## src/rtl/statedet_pkg.sv

```systemverilog
// Shared event codes for the state detector and annunciator.
// Also holds the annunciator FSM state type.
package statedet_pkg;

  localparam logic [2:0] ST_BUZZ = 3'b000;
  localparam logic [2:0] ST_ERR  = 3'b001;
  localparam logic [2:0] ST_ON   = 3'b010;
  localparam logic [2:0] ST_OFF  = 3'b011;
  localparam logic [2:0] ST_OPEN = 3'b100;

  typedef enum logic [2:0] {
    IDLE_PAT,
    BEEP_HI,
    BEEP_LO,
    DONE,
    ALARM
  } ann_st_e;

  function automatic logic code_valid(
    input logic [2:0] c
  );
    return c <= ST_OPEN;
  endfunction

endpackage

```

## src/rtl/tick_gen.sv

```systemverilog
// Time-base divider: one-cycle tick every TICK_DIV clocks.
// clr restarts the count so a new pattern gets a full first tick.
module tick_gen #(
  parameter int TICK_DIV = 50000
) (
  input  logic clk,
  input  logic rst_n,
  input  logic clr,
  output logic tick
);

  localparam int W = (TICK_DIV > 1) ? $clog2(TICK_DIV) : 1;
  localparam logic [W-1:0] LAST = W'(TICK_DIV - 1);

  logic [W-1:0] cnt_q;

  assign tick = (cnt_q == LAST);

  always_ff @(posedge clk or negedge rst_n) begin
    if (!rst_n) begin
      cnt_q <= '0;
    end else if (clr || tick) begin
      cnt_q <= '0;
    end else begin
      cnt_q <= cnt_q + W'(1);
    end
  end

endmodule

```

## src/rtl/state_annunciator.sv

```systemverilog
// Turns the detector event code into buzzer and LED patterns.
// Code is registered once, then decoded into registered outputs.
module state_annunciator
  import statedet_pkg::*;
#(
  parameter int TICK_DIV     = 50000,
  parameter int BEEP_ON      = 100,
  parameter int BEEP_OFF     = 100,
  parameter int BLINK        = 250,
  parameter int OPEN_TIMEOUT = 30000
) (
  input  logic       clk,
  input  logic       rst_n,
  input  logic [2:0] state,
  output logic       buzzer,
  output logic       led_err,
  output logic       led_on,
  output logic       led_off,
  output logic       led_open,
  output logic       open_alarm,
  output logic       code_err
);

  localparam logic [15:0] HI_LAST  = 16'(BEEP_ON - 1);
  localparam logic [15:0] LO_LAST  = 16'(BEEP_OFF - 1);
  localparam logic [15:0] BLK_LAST = 16'(BLINK - 1);
  localparam logic [15:0] TO_LAST  = 16'(OPEN_TIMEOUT - 1);

  logic [2:0]  code_q;
  logic [2:0]  prev_q;
  logic [2:0]  act_q;
  ann_st_e     st_q;
  logic [1:0]  bcnt_q;
  logic [15:0] pat_q;
  logic [15:0] ph_q;
  logic [15:0] blk_q;
  logic        buz_q;
  logic        err_q;
  logic        on_q;
  logic        off_q;
  logic        opn_q;
  logic        alm_q;
  logic        cerr_q;
  logic        tick;
  logic        change;

  assign change = code_valid(code_q) && (code_q != act_q);

  tick_gen #(
    .TICK_DIV(TICK_DIV)
  ) u_tick (
    .clk  (clk),
    .rst_n(rst_n),
    .clr  (change),
    .tick (tick)
  );

  always_ff @(posedge clk or negedge rst_n) begin
    if (!rst_n) begin
      code_q <= ST_OFF;
      prev_q <= ST_OFF;
      cerr_q <= 1'b0;
    end else begin
      code_q <= state;
      prev_q <= code_q;
      cerr_q <= !code_valid(code_q) && (code_q != prev_q);
    end
  end

  always_ff @(posedge clk or negedge rst_n) begin
    if (!rst_n) begin
      act_q  <= ST_OFF;
      st_q   <= IDLE_PAT;
      bcnt_q <= '0;
      pat_q  <= '0;
      ph_q   <= '0;
      blk_q  <= '0;
      buz_q  <= 1'b0;
      err_q  <= 1'b0;
      on_q   <= 1'b0;
      off_q  <= 1'b0;
      opn_q  <= 1'b0;
      alm_q  <= 1'b0;
    end else if (change) begin
      // Entry values land on the same edge as the code switch.
      act_q  <= code_q;
      bcnt_q <= '0;
      pat_q  <= '0;
      ph_q   <= '0;
      blk_q  <= '0;
      alm_q  <= 1'b0;
      err_q  <= (code_q == ST_ERR);
      on_q   <= (code_q == ST_ON);
      off_q  <= (code_q == ST_OFF);
      opn_q  <= (code_q == ST_OPEN);
      unique case (code_q)
        ST_BUZZ, ST_ERR, ST_ON: begin
          st_q  <= BEEP_HI;
          buz_q <= 1'b1;
        end
        default: begin
          st_q  <= IDLE_PAT;
          buz_q <= 1'b0;
        end
      endcase
    end else begin
      on_q  <= (act_q == ST_ON);
      off_q <= (act_q == ST_OFF);
      opn_q <= (act_q == ST_OPEN);
      if (act_q != ST_ERR) err_q <= 1'b0;
      if (tick) begin
        if (pat_q != 16'hFFFF) pat_q <= pat_q + 16'd1;
        if (act_q == ST_ERR) begin
          if (blk_q == BLK_LAST) begin
            blk_q <= '0;
            err_q <= ~err_q;
          end else begin
            blk_q <= blk_q + 16'd1;
          end
        end
        unique case (st_q)
          BEEP_HI: begin
            if (ph_q == HI_LAST) begin
              ph_q  <= '0;
              buz_q <= 1'b0;
              if (act_q == ST_BUZZ) begin
                st_q <= BEEP_LO;
              end else if (act_q == ST_ERR && bcnt_q != 2'd2) begin
                st_q   <= BEEP_LO;
                bcnt_q <= bcnt_q + 2'd1;
              end else begin
                st_q <= DONE;
              end
            end else begin
              ph_q <= ph_q + 16'd1;
            end
          end
          BEEP_LO: begin
            if (ph_q == LO_LAST) begin
              ph_q  <= '0;
              buz_q <= 1'b1;
              st_q  <= BEEP_HI;
            end else begin
              ph_q <= ph_q + 16'd1;
            end
          end
          IDLE_PAT: begin
            if (act_q == ST_OPEN && pat_q == TO_LAST) begin
              st_q  <= ALARM;
              alm_q <= 1'b1;
              buz_q <= 1'b1;
              ph_q  <= '0;
            end
          end
          ALARM: begin
            if (ph_q == (buz_q ? HI_LAST : LO_LAST)) begin
              ph_q  <= '0;
              buz_q <= ~buz_q;
            end else begin
              ph_q <= ph_q + 16'd1;
            end
          end
          DONE: begin
            st_q <= DONE;
          end
          default: begin
            st_q <= IDLE_PAT;
          end
        endcase
      end
    end
  end

  assign buzzer     = buz_q;
  assign led_err    = err_q;
  assign led_on     = on_q;
  assign led_off    = off_q;
  assign led_open   = opn_q;
  assign open_alarm = alm_q;
  assign code_err   = cerr_q;

endmodule
```

## config.mk

```make
export PLATFORM = sky130hd
export DESIGN_NAME = state_annunciator
export DESIGN_NICKNAME = d
export VERILOG_FILES = /design/src/rtl/statedet_pkg.sv /design/src/rtl/tick_gen.sv /design/src/rtl/state_annunciator.sv
export SDC_FILE = /design/constraint.sdc
export NUM_CORES = 1
export LEC_CHECK = 0
export CAP_MARGIN = 20
export CORE_ASPECT_RATIO = 0.5
export CORE_UTILIZATION = 67
export DETAILED_ROUTE_END_ITERATION = 7
export GPL_TIMING_DRIVEN = 0
export PLACE_DENSITY = 0.94
export SETUP_SLACK_MARGIN = 0.02
export SYNTH_ARGS = -nofsm -noshare
export SYNTH_HDL_FRONTEND = slang
export SYNTH_SLANG_ARGS = --single-unit
```

## constraint.sdc

```tcl
create_clock -name clk -period 5.3 [get_ports clk]
set_clock_uncertainty 0.1 [all_clocks]
set_input_delay 1.325 -clock clk [delete_from_list [all_inputs] [get_ports clk]]
set_output_delay 1.325 -clock clk [all_outputs]
set_load 0.03 [all_outputs]
```

==> qor.yml, run 1 <==
timing:
  hold_violations: 0
  grt_setup_unrepaired: "no"
  post-route-period-util_pct: 53.2
  timing.max_slew.rel_slack_pct: 42.6
  finalMaxSlewViolations: 0
  finalSetupViolCount: 0
  max_freq_ghz: 0.355
  totalNegativeSetupSlack_ps: 0
  period_needed_ps: 2820
  post-route-worst-setup-slack_ps: 2480
  worst-slew-pin-transition_ps: 858
floorplan:
  dieHeight_um: 61.7
  die-area_sq_um: 7500
  coreArea_sq_um: 6780
  floorplan.initialDensity_pct: 70.5
  number_of_i_o_pins: 12
  die_width_um: 121
  number_of_placement_rows: 21
power:
  power_density_nw_per_um2: 280
  total_leakage_power_nw: 2.14
  ir_worst_vdd_v: 0.000214
  power.net_switching_mw: 0.391
  cellInternalPower_mw: 1.10
  power.sequential.fraction_pct: 45.9
  total_power_mw: 1.49
  combPwrFrac_pct: 12.5
  swShare_pct: 26.3
  power_frac_clock_pct: 41.6
worst_setup_path:
  worstPathMaxFanout: 3
  cp.required_ps: 3880
  delay_contributed_by_the_slowest_stage_of_the_critical_path_ps: 680
  crit_path_end_kind: "primary output"
  critPathKind: "reg2out"
  critical_path_arrival_ps: 1390
  setup_crit_start_kind: "register"
  timing.critical_path.max_delay_family: "buffers and inverters"
  cp_cell_sequence: "clkdlybuf4s50_1"
  slowest_stage: "sky130_fd_sc_hd__clkdlybuf4s50_1"
  critical_path_buf_inv_count: 1
routing:
  drt-met1-wl_mm: 4.89
  drcViolationCount: 1
  viasPerCell: 6.83
  drt.antenna.violating_nets: 0
  first_iter_violations: 530
  dr.pass1.iters: 8
  drt_wl_total_mm: 11.5
  dr_wl_met3_um: 953
  highest-signal-layer: "met4"
  dr_wl_met2_mm: 5.41
  vias: 4343
  wire_per_inst_um: 18.1
finish:
  layout-drive-gt1-share_pct: 7.72
  fin_area_sq_um: 5320
  fill_cells: 433
  areaGrowthSynthToFinish_pct: 11.2
  finish.net_count: 550
  antenna_diode_instance_count: 0
yosys:
  post_synth.cell_area_avg_sq_um: 9.26
  synth_area_sq_um: 4780
  syn-num-nets: 527
  synth_async_sr_flop_share_pct: 100
  ys.warnings.count: 0
  synth.lib_cells_used.distinct: 72
  area_share_of_the_leading_cell_type_in_the_synthesized_netlist_pct: 41.4
  synth_edf_count: 0
  seq_area_frac_synth_pct: 44.7
  ys_top_cells_by_area: "sky130_fd_sc_hd__dfrtp_1 (41%), sky130_fd_sc_hd__nand2_1 (3.5%), sky130_fd_sc_hd__nor2_1 (3.5%)"
  synthesis.instances: 516
  ys.flop_type: "sky130_fd_sc_hd__dfrtp_1"
  synth_area_leader_cell: "sky130_fd_sc_hd__dfrtp_1"
  synth.ff_latch_count: 85
grt:
  first_pass_grt_wire_length_mm: 18.5
  grt_antenna_before_repair: 0
  number_of_global_route_vias_before_repair: 3842
  grt_max_degree: 70
  gr-total-overflow: 0
  globalRouteTotalUtil_pct: 32.7
placed_design:
  place_worst_setup_slack_ps: 2610
  dp_hpwl_mm: 7.55
  gp_routability_congestion: 0.897
  place_area_sq_um: 5030
  io_buffers: 11
clock_network:
  clockBufferDepth: 2
  clock-root-buffer: "sky130_fd_sc_hd__clkbuf_16"
  post_cts_buffers: 0
  post_cts_resized: 0
  tritoncts_num_sinks: 85
  tritoncts: "built"
  cts_made_buffers: 9
  path_clk_slew_ps: 60
  cts_max_level: 3
  cts.hold.buffers_added: 0
  worst_skew_pair.late_latency_ps: 340
flow_run:
  maxCapViolCount: 0
outcome:
  run_status: "finished with violations"
  violations: "DRC"
hold_path:
  timing.hold.worst.class: "reg2reg"
==> layer usage <==
metal  vias up  GRT usage [%]
li1       1982              -
met1      2103           43.0
met2       228           52.6
met3        30           8.30
met4         0           15.0
met5         -              0
==> path summary, 6_finish.rpt <==
| kind | depth (start not counted) | to | from | slack [ps] |
|---|---|---|---|---|
| min | 0 | prev_q[0] | code_q[0] | 300 |
| max | 1 | buzzer | buzzer | 2480 |
| max reg2reg | 6 | ph_q[2] | u_tick.cnt_q[10] | 2500 |
| min in group asynchronous | 1 | u_tick.cnt_q[8] | rst_n | 740 |
| min reg2reg | 0 | prev_q[0] | code_q[0] | 300 |
| max in group asynchronous | 2 | prev_q[1] | rst_n | 3710 |
==> worst reg2reg max path: stages (launching register included) <==
cell and delay, ps:
sky130_fd_sc_hd__dfrtp_1 420, sky130_fd_sc_hd__nor4b_1 430, sky130_fd_sc_hd__nand4b_1 380, sky130_fd_sc_hd__nor4_1 540, sky130_fd_sc_hd__clkbuf_1 420, sky130_fd_sc_hd__o22ai_1 170, sky130_fd_sc_hd__a22o_1 220
==> kinds of logic after synthesis <==
logic type,Yosys count,share of synthesized area (%)
AND/OR/NAND/NOR,228,25.8
AO/OA/AOI/OAI,117,17.9
flip-flops,85,44.7
buffers and inverters,52,4.66
XOR/XNOR,19,3.48
multiplexers,8,1.75
adder cells (fa/ha/maj),7,1.78
==> sequential cells by signal (all words and copies together), names as in the netlist <==
signal / count
led_open: 1
bcnt_q: 2
act_q: 3
led_err: 1
u_tick.cnt_q: 16
led_on: 1
buzzer: 1
prev_q: 3
st_q: 3
pat_q: 16
code_err: 1
ph_q: 16
blk_q: 16
code_q: 3
led_off: 1
open_alarm: 1
==> power by group through the flow <==
stage                     Combinational, mW  Clock [mW]  Sequential (mW)
after floorplan                       0.108           0            0.703
after global placement                0.172           0            0.694
after detailed placement              0.181           0            0.695
after CTS                             0.183       0.621            0.684
after global routing                  0.200       0.652            0.686
final                                 0.186       0.620            0.684
==> per-stage QoR <==
step / std cells / util (%) / hold WS (ps)
5_1_grt: 636 / 78.4 / 313
3_5_place_dp: 620 / 74.2 / 294
6_report: 636 / 78.4 / 303
2_1_floorplan: 516 / - / 270
3_3_place_gp: 619 / 73.8 / 289
4_1_cts: 636 / 78.4 / 304
==> synthesized netlist by cell type (all sizes together), types with 10 or more instances <==
library cell,number
a21oi,15
and3,11
buf,13
clkbuf,17
dfrtp,79
inv,22
nand2,45
nand3,30
nand4,16
nor2,45
nor3,13
nor4,12
o211ai,13
o21ai,15
o22ai,15
or3,10
or4,11
xnor2,12
==> area by class of cell <==
| class | count | area (sq um) | area share, % |
|---|---|---|---|
| inverter | 22 | 82.6 | 1.55 |
| sequential | 85 | 2130 | 40.2 |
| tap | 92 | 115 | 2.17 |
| clock inverter | 4 | 50.0 | 0.941 |
| buffer | 30 | 140 | 2.64 |
| multi-input combinational | 379 | 2420 | 45.6 |
| clock buffer | 12 | 236 | 4.45 |
| timing repair buffer | 12 | 135 | 2.54 |
==> placed cells by master, fill, tap and decap left out, types with 5 or more instances in the layout <==
| cell type | Yosys | layout |
|---|---|---|
| sky130_fd_sc_hd__dfrtp_1 | 79 | 79 |
| sky130_fd_sc_hd__nand2_1 | 45 | 45 |
| sky130_fd_sc_hd__nor2_1 | 44 | 44 |
| sky130_fd_sc_hd__nand3_1 | 30 | 30 |
| sky130_fd_sc_hd__inv_1 | 22 | 22 |
| sky130_fd_sc_hd__clkbuf_1 | 17 | 20 |
| sky130_fd_sc_hd__nand4_1 | 15 | 15 |
| sky130_fd_sc_hd__a21oi_1 | 15 | 15 |
| sky130_fd_sc_hd__o22ai_1 | 15 | 15 |
| sky130_fd_sc_hd__nor3_1 | 13 | 13 |
| sky130_fd_sc_hd__o211ai_1 | 13 | 13 |
| sky130_fd_sc_hd__xnor2_1 | 12 | 12 |
| sky130_fd_sc_hd__nor4_1 | 12 | 12 |
| sky130_fd_sc_hd__and3_1 | 11 | 11 |
| sky130_fd_sc_hd__or4_1 | 11 | 11 |
| sky130_fd_sc_hd__buf_2 | 10 | 10 |
| sky130_fd_sc_hd__o21ai_0 | 10 | 10 |
| sky130_fd_sc_hd__clkdlybuf4s50_1 | 0 | 10 |
| sky130_fd_sc_hd__or3_1 | 9 | 9 |
| sky130_fd_sc_hd__a31oi_1 | 9 | 9 |
| sky130_fd_sc_hd__clkbuf_16 | 0 | 9 |
| sky130_fd_sc_hd__a22o_1 | 8 | 8 |
| sky130_fd_sc_hd__xor2_1 | 7 | 7 |
| sky130_fd_sc_hd__and4_1 | 7 | 7 |
| sky130_fd_sc_hd__ha_1 | 6 | 6 |
| sky130_fd_sc_hd__dfstp_2 | 6 | 6 |
| sky130_fd_sc_hd__o21ai_1 | 5 | 5 |
| sky130_fd_sc_hd__mux2i_1 | 5 | 5 |
Power figures use the tool's default switching activity.
==> inputs of run 2 (changes only) <==
--- a/config.mk
+++ b/config.mk
@@ -7,10 +7,10 @@
 export LEC_CHECK = 0
 export CAP_MARGIN = 20
 export CORE_ASPECT_RATIO = 0.5
-export CORE_UTILIZATION = 67
+export CORE_UTILIZATION = 62
 export DETAILED_ROUTE_END_ITERATION = 7
 export GPL_TIMING_DRIVEN = 0
-export PLACE_DENSITY = 0.94
+export PLACE_DENSITY = 0.89
 export SETUP_SLACK_MARGIN = 0.02
 export SYNTH_ARGS = -nofsm -noshare
 export SYNTH_HDL_FRONTEND = slang
==> constraint.sdc (replaced) <==
create_clock -name clk -period 2.85 [get_ports clk]
set_clock_uncertainty 0.1 [all_clocks]
set_input_delay 0.7125 -clock clk [delete_from_list [all_inputs] [get_ports clk]]
set_output_delay 0.7125 -clock clk [all_outputs]
set_load 0.03 [all_outputs]
==> run 2 against run 1 <==
The run now ends clean; sequential power is 86% higher; worst hold slack worse by 160 ps; critical endpoint is now buzzer; count of clock-buffer cells in the layout stayed put; sequential share of layout area is 0.51 points lower; die area is 7.9% higher; clock power is 120% higher.
==> qor.yml, run 2 (synthesized netlist as in run 1, its figures left out) <==
floorplan:
  die-area_sq_um: 8090  # +7.9%
  number_of_placement_rows: 22  # +4.8%
  floorplan.initialDensity_pct: 64.5  # -6.0 points
  dieHeight_um: 64.1  # +3.8%
  number_of_i_o_pins: 12  # unchanged
  coreArea_sq_um: 7400  # +9.2%
  die_width_um: 126  # +3.9%
worst_setup_path:
  crit-reg2reg-capture: "buzzer"
  worstPathMaxFanout: 10  # +7
  critPathKind: "reg2reg"
  cp.required_ps: 2980  # -900 ps
  critPathLaunch: "act_q[0]"
  startpoint_of_the_worst_slack_reg_to_reg_timing_path: "act_q[0]"
  ff2ff_setup_slack_ps: 110  # -2390 ps
  rr_worst_depth: 7  # +1
  crit_path_end_kind: "register"
  endpoint: "buzzer"
  critical_path_arrival_ps: 2870  # +1480 ps
  setup_crit_start_kind: "register"
routing:
  viasPerCell: 6.66  # -2.5%
  first_iter_violations: 498  # -6.0%
  drt.antenna.violating_nets: 0  # unchanged
  vias: 4263  # -1.8%
  drt_wl_total_mm: 11.2  # -2.7%
  dr.pass1.iters: 7  # -1
  drcViolationCount: 0  # -1
  wire_per_inst_um: 17.5  # -3.3%
timing:
  timing.max_slew.rel_slack_pct: 43.2  # +0.66 points
  finalSetupViolCount: 0  # unchanged
  period_needed_ps: 2740
  worst-slew-pin-transition_ps: 848  # -9.89 ps
  finalMaxSlewViolations: 0  # unchanged
  grt_setup_unrepaired: "no"
  hold_violations: 0  # unchanged
  post-route-period-util_pct: 96.1
  max_freq_ghz: 0.365
clock_network:
  post_cts_resized: 0  # unchanged
  tritoncts: "built"
  cts_max_level: 3  # unchanged
  cts.hold.buffers_added: 0  # unchanged
  path_clk_slew_ps: 70  # about the same
  worst_skew_pair.late_latency_ps: 350  # about the same
  clock-root-buffer: "sky130_fd_sc_hd__clkbuf_16"
  tritoncts_num_sinks: 85  # unchanged
  post_cts_buffers: 0  # unchanged
  cts_made_buffers: 9  # unchanged
  clockBufferDepth: 2  # unchanged
grt:
  first_pass_grt_wire_length_mm: 19.1  # +3.1%
  globalRouteTotalUtil_pct: 30.3  # -2.4 points
  gr-total-overflow: 0  # unchanged
  grt_antenna_before_repair: 0  # unchanged
  number_of_global_route_vias_before_repair: 4038  # +5.1%
  grt_max_degree: 68  # -2.9%
power:
  total_power_mw: 2.97  # +99%
  ir_worst_vdd_v: 0.000441  # +110%
  power_density_nw_per_um2: 551  # +97%
  total_leakage_power_nw: 2.18  # +1.9%
placed_design:
  dp_hpwl_mm: 7.29  # -3.4%
  io_buffers: 11  # unchanged
  place_area_sq_um: 5030  # about the same
  gp_routability_congestion: 0.941  # +4.8%
finish:
  layout-drive-gt1-share_pct: 8.46  # +0.74 points
  final_cell_mix: "sky130_fd_sc_hd__dfrtp_1 (79), sky130_fd_sc_hd__nand2_1 (45), sky130_fd_sc_hd__nor2_1 (44)"
  final_common_cell: "sky130_fd_sc_hd__dfrtp_1"
  antenna_diode_instance_count: 0  # unchanged
  final_core_util_pct: 72.7  # -5.7 points
  areaGrowthSynthToFinish_pct: 12.7
  finish.net_count: 550  # unchanged
  fin_area_sq_um: 5390  # +1.3%
hold_path:
  timing.hold.worst.class: "in2async"
flow_run:
  maxCapViolCount: 0  # unchanged
outcome:
  run_status: "finished, final reports clean"
## run 2: critical path, stage by stage, from the launching register on
cell and delay, ps:
sky130_fd_sc_hd__dfstp_2 350, sky130_fd_sc_hd__buf_2 180, sky130_fd_sc_hd__nor3b_1 420, sky130_fd_sc_hd__nand4_1 340, sky130_fd_sc_hd__nor4_2 460, sky130_fd_sc_hd__buf_2 310, sky130_fd_sc_hd__o21ai_1 110, sky130_fd_sc_hd__mux2_1 350
## run 2: routing by layer
layer  wire length [um]  vias up  global-route usage (%)
met2               5030      238                    47.0
li1                   -     1974                       -
met4                271        0                    12.3
met5                  0        -                       0
met3               1030       38                    8.63
met1               4850     2013                    40.4
## run 2: power by group
| part | total, mW | internal (mW) | switching (mW) |
|---|---|---|---|
| Combinational | 0.343 | 0.120 | 0.223 |
| Sequential | 1.27 | 1.24 | 0.0281 |
| Clock | 1.35 | 0.879 | 0.471 |
## run 2: layout make-up
cell class | count | area [sq um]
multi-input combinational | 379 | 2430
clock inverter | 4 | 95.1
buffer | 30 | 143
tap | 96 | 120
sequential | 85 | 2130
inverter | 22 | 82.6
fill | 521 | 2020
clock buffer | 12 | 246
timing repair buffer | 12 | 135
## run 2: through the flow
step	setup TNS [ps]	setup slack, ps	hold WS [ps]	std cells
after floorplan	0	634	270	516
after global placement	-163410	-2000	289	623
after detailed placement	0	184	289	624
after CTS	0	63.0	143	640
after global routing	0	30.0	154	640
final	0	111	140	640
## run 2: worst min path at each step
stage / endpoint / slack, ps / cells after the start
detailed placement: prev_q[1] / 290 / 0
finish: blk_q[13] / 140 / 1
global route: blk_q[13] / 150 / 1
global placement: prev_q[1] / 290 / 0
CTS: blk_q[13] / 140 / 1
floorplan: prev_q[2] / 270 / 0
==> inputs of run 3 (changes only) <==
--- a/config.mk
+++ b/config.mk
@@ -5,12 +5,15 @@
 export SDC_FILE = /design/constraint.sdc
 export NUM_CORES = 1
 export LEC_CHECK = 0
+export ABC_AREA = 0
+export ABC_CLOCK_PERIOD_IN_PS = 2850
 export CAP_MARGIN = 20
 export CORE_ASPECT_RATIO = 0.5
 export CORE_UTILIZATION = 62
 export DETAILED_ROUTE_END_ITERATION = 7
 export GPL_TIMING_DRIVEN = 0
 export PLACE_DENSITY = 0.89
+export REMOVE_ABC_BUFFERS = 1
 export SETUP_SLACK_MARGIN = 0.02
 export SYNTH_ARGS = -nofsm -noshare
 export SYNTH_HDL_FRONTEND = slang
==> run 3 against run 2 <==
Count of clock-buffer cells in the layout is 2 lower; routed wire length down 1.2%; combinational power shrank 4%; global-route usage fell by 1.0 points; setup slack gained 15 ps; sequential power about the same; sequential share of layout area increased by 0.34 points; largest power group is now sequential cells; cell area shrank 0.86%.
==> qor.yml, run 3 (synthesized netlist as in run 1, its figures left out) <==
grt:
  grt_antenna_before_repair: 0  # unchanged
  first_pass_grt_wire_length_mm: 18.7  # -2.1%
  grt_max_degree: 73  # +7.4%
  globalRouteTotalUtil_pct: 29.3  # -1.0 points
  number_of_global_route_vias_before_repair: 3911  # -3.1%
  gr-total-overflow: 0  # unchanged
finish:
  fin_area_sq_um: 5340  # -0.86%
  final_cell_count_no_fill: 620  # -3.1%
  finish.net_count: 530  # -3.6%
  antenna_diode_instance_count: 0  # unchanged
  areaGrowthSynthToFinish_pct: 11.7
  layout-drive-gt1-share_pct: 9.16  # +0.70 points
  final_common_cell: "sky130_fd_sc_hd__dfrtp_1"
  final_core_util_pct: 72.1  # -0.63 points
  final_cell_mix: "sky130_fd_sc_hd__dfrtp_1 (79), sky130_fd_sc_hd__nand2_1 (44), sky130_fd_sc_hd__nor2_1 (44)"
worst_setup_path:
  slowest_stage: "sky130_fd_sc_hd__a2111oi_4"
  cp_cell_sequence: "or3_4, a2111oi_4, o22ai_4, o21a_2, mux2_2"
  critical_path_buf_inv_count: 0  # -2
  worstPathMaxFanout: 21  # +11
  crit_path_end_kind: "register"
  critPathKind: "reg2reg"
  delay_contributed_by_the_slowest_stage_of_the_critical_path_ps: 590  # +130 ps
  critical_path_arrival_ps: 2850  # -20 ps
  timing.critical_path.max_delay_family: "compound AO/OA/AOI/OAI gates"
  cp.required_ps: 2980  # about the same
  setup_crit_start_kind: "register"
hold_path:
  timing.hold.worst.class: "in2async"
power:
  total_leakage_power_nw: 2.13  # -2.3%
  swShare_pct: 26.3  # +2.0 points
  cellInternalPower_mw: 2.06  # -8.0%
  ir_worst_vdd_v: 0.000390  # -12%
  power.net_switching_mw: 0.737  # +2.1%
  power_density_nw_per_um2: 525  # -4.8%
  power_frac_clock_pct: 42.2  # -3.3 points
  power.sequential.fraction_pct: 46.0  # +3.1 points
  total_power_mw: 2.80  # -5.6%
  combPwrFrac_pct: 11.7  # about the same
clock_network:
  tritoncts_num_sinks: 85  # unchanged
  clockBufferDepth: 2  # unchanged
  tritoncts: "built"
  cts_made_buffers: 9  # unchanged
  cts.hold.buffers_added: 0  # unchanged
  clock-root-buffer: "sky130_fd_sc_hd__clkbuf_16"
  worst_skew_pair.late_latency_ps: 340  # about the same
  cts_max_level: 3  # unchanged
  path_clk_slew_ps: 60  # about the same
timing:
  totalNegativeSetupSlack_ps: 0  # unchanged
  hold_violations: 0  # unchanged
  finalSetupViolCount: 0  # unchanged
  post-route-worst-setup-slack_ps: 126  # +15.3 ps
  hold_ws_ps: 118  # -21.4 ps
  worst-slew-pin-transition_ps: 798  # -50.2 ps
  finalMaxSlewViolations: 0  # unchanged
  max_freq_ghz: 0.367  # +0.56%
  timing.max_slew.rel_slack_pct: 46.3  # +3.1 points
  period_needed_ps: 2720  # -15.3 ps
  post-route-period-util_pct: 95.6  # -0.54 points
routing:
  viasPerCell: 6.89  # +3.4%
  dr.pass1.iters: 5  # -2
  drt.antenna.violating_nets: 0  # unchanged
  vias: 4270  # +0.16%
  wire_per_inst_um: 17.8  # +2.0%
  drcViolationCount: 0  # unchanged
  drt_wl_total_mm: 11.1  # -1.2%
  first_iter_violations: 371  # -26%
placed_design:
  place_area_sq_um: 4910  # -2.4%
  io_buffers: 11  # unchanged
  dpl.cell_count: 595  # -4.6%
  dp_hpwl_mm: 6.77  # -7.2%
  place_worst_setup_slack_ps: -516  # -700 ps
  gp_routability_congestion: 0.826  # -12%
floorplan:
  number_of_i_o_pins: 12  # unchanged
  dieHeight_um: 64.1  # unchanged
  die-area_sq_um: 8090  # unchanged
  floorplan.initialDensity_pct: 64.5  # unchanged
  die_width_um: 126  # unchanged
  number_of_placement_rows: 22  # unchanged
  coreArea_sq_um: 7400  # unchanged
outcome:
  run_status: "finished, final reports clean"
flow_run:
  maxCapViolCount: 0  # unchanged
run 3: cell types whose count changed in the layout (fill, tap and decap cells not counted), sizes merged:
cell,delta
clkinvlp,+3
buf,-3
bufinv,-2
clkbuf,-19
clkinv,+1
run 3: final timing paths:
path	slack (ps)	cells past startpoint	to	startpoint
worst max register to register	130	5	ph_q[0]	code_q[2]
worst max-delay path	130	5	ph_q[0]	code_q[2]
worst min-delay path	120	1	blk_q[8]	rst_n
max in group asynchronous	1920	2	act_q[0]	rst_n
worst min register to register	360	0	prev_q[1]	code_q[1]
min in group clk	360	0	prev_q[1]	code_q[1]
run 3: worst register-to-register path: stages, from the launching register on:
cell and delay, ps:
sky130_fd_sc_hd__dfrtp_1 510, sky130_fd_sc_hd__or3_4 460, sky130_fd_sc_hd__a2111oi_4 590, sky130_fd_sc_hd__o22ai_4 300, sky130_fd_sc_hd__o21a_2 360, sky130_fd_sc_hd__mux2_2 290
run 3: repair_timing:
item	4_1_cts	5_1_grt
endpoints found under the setup margin	56	12
resized for setup	7	1
pin swaps	1	3
buffers inserted	3	6
run 3: power groups by stage:
stage          Sequential, mW  Combinational [mW]  Clock, mW
2_1_floorplan            1.32               0.169          0
3_3_place_gp             1.31               0.280          0
3_5_place_dp             1.31               0.295          0
4_1_cts                  1.29               0.308       1.20
5_1_grt                  1.29               0.361       1.25
6_report                 1.29               0.329       1.18
run 3: routing by layer:
metal / routed length (um) / global-route usage [%] / up-vias
li1: - / - / 1952
met5: 0 / 0 / -
met4: 329 / 9.79 / 0
met1: 4900 / 38.9 / 2115
met3: 602 / 6.37 / 44
met2: 5220 / 48.1 / 159
run 3: layout make-up:
type / instances / area (sq um)
fill: 516 / 2070
inverter: 22 / 82.6
clock inverter: 6 / 62.6
tap: 96 / 120
clock buffer: 10 / 239
multi-input combinational: 379 / 2480
sequential: 85 / 2130
timing repair buffer: 22 / 223
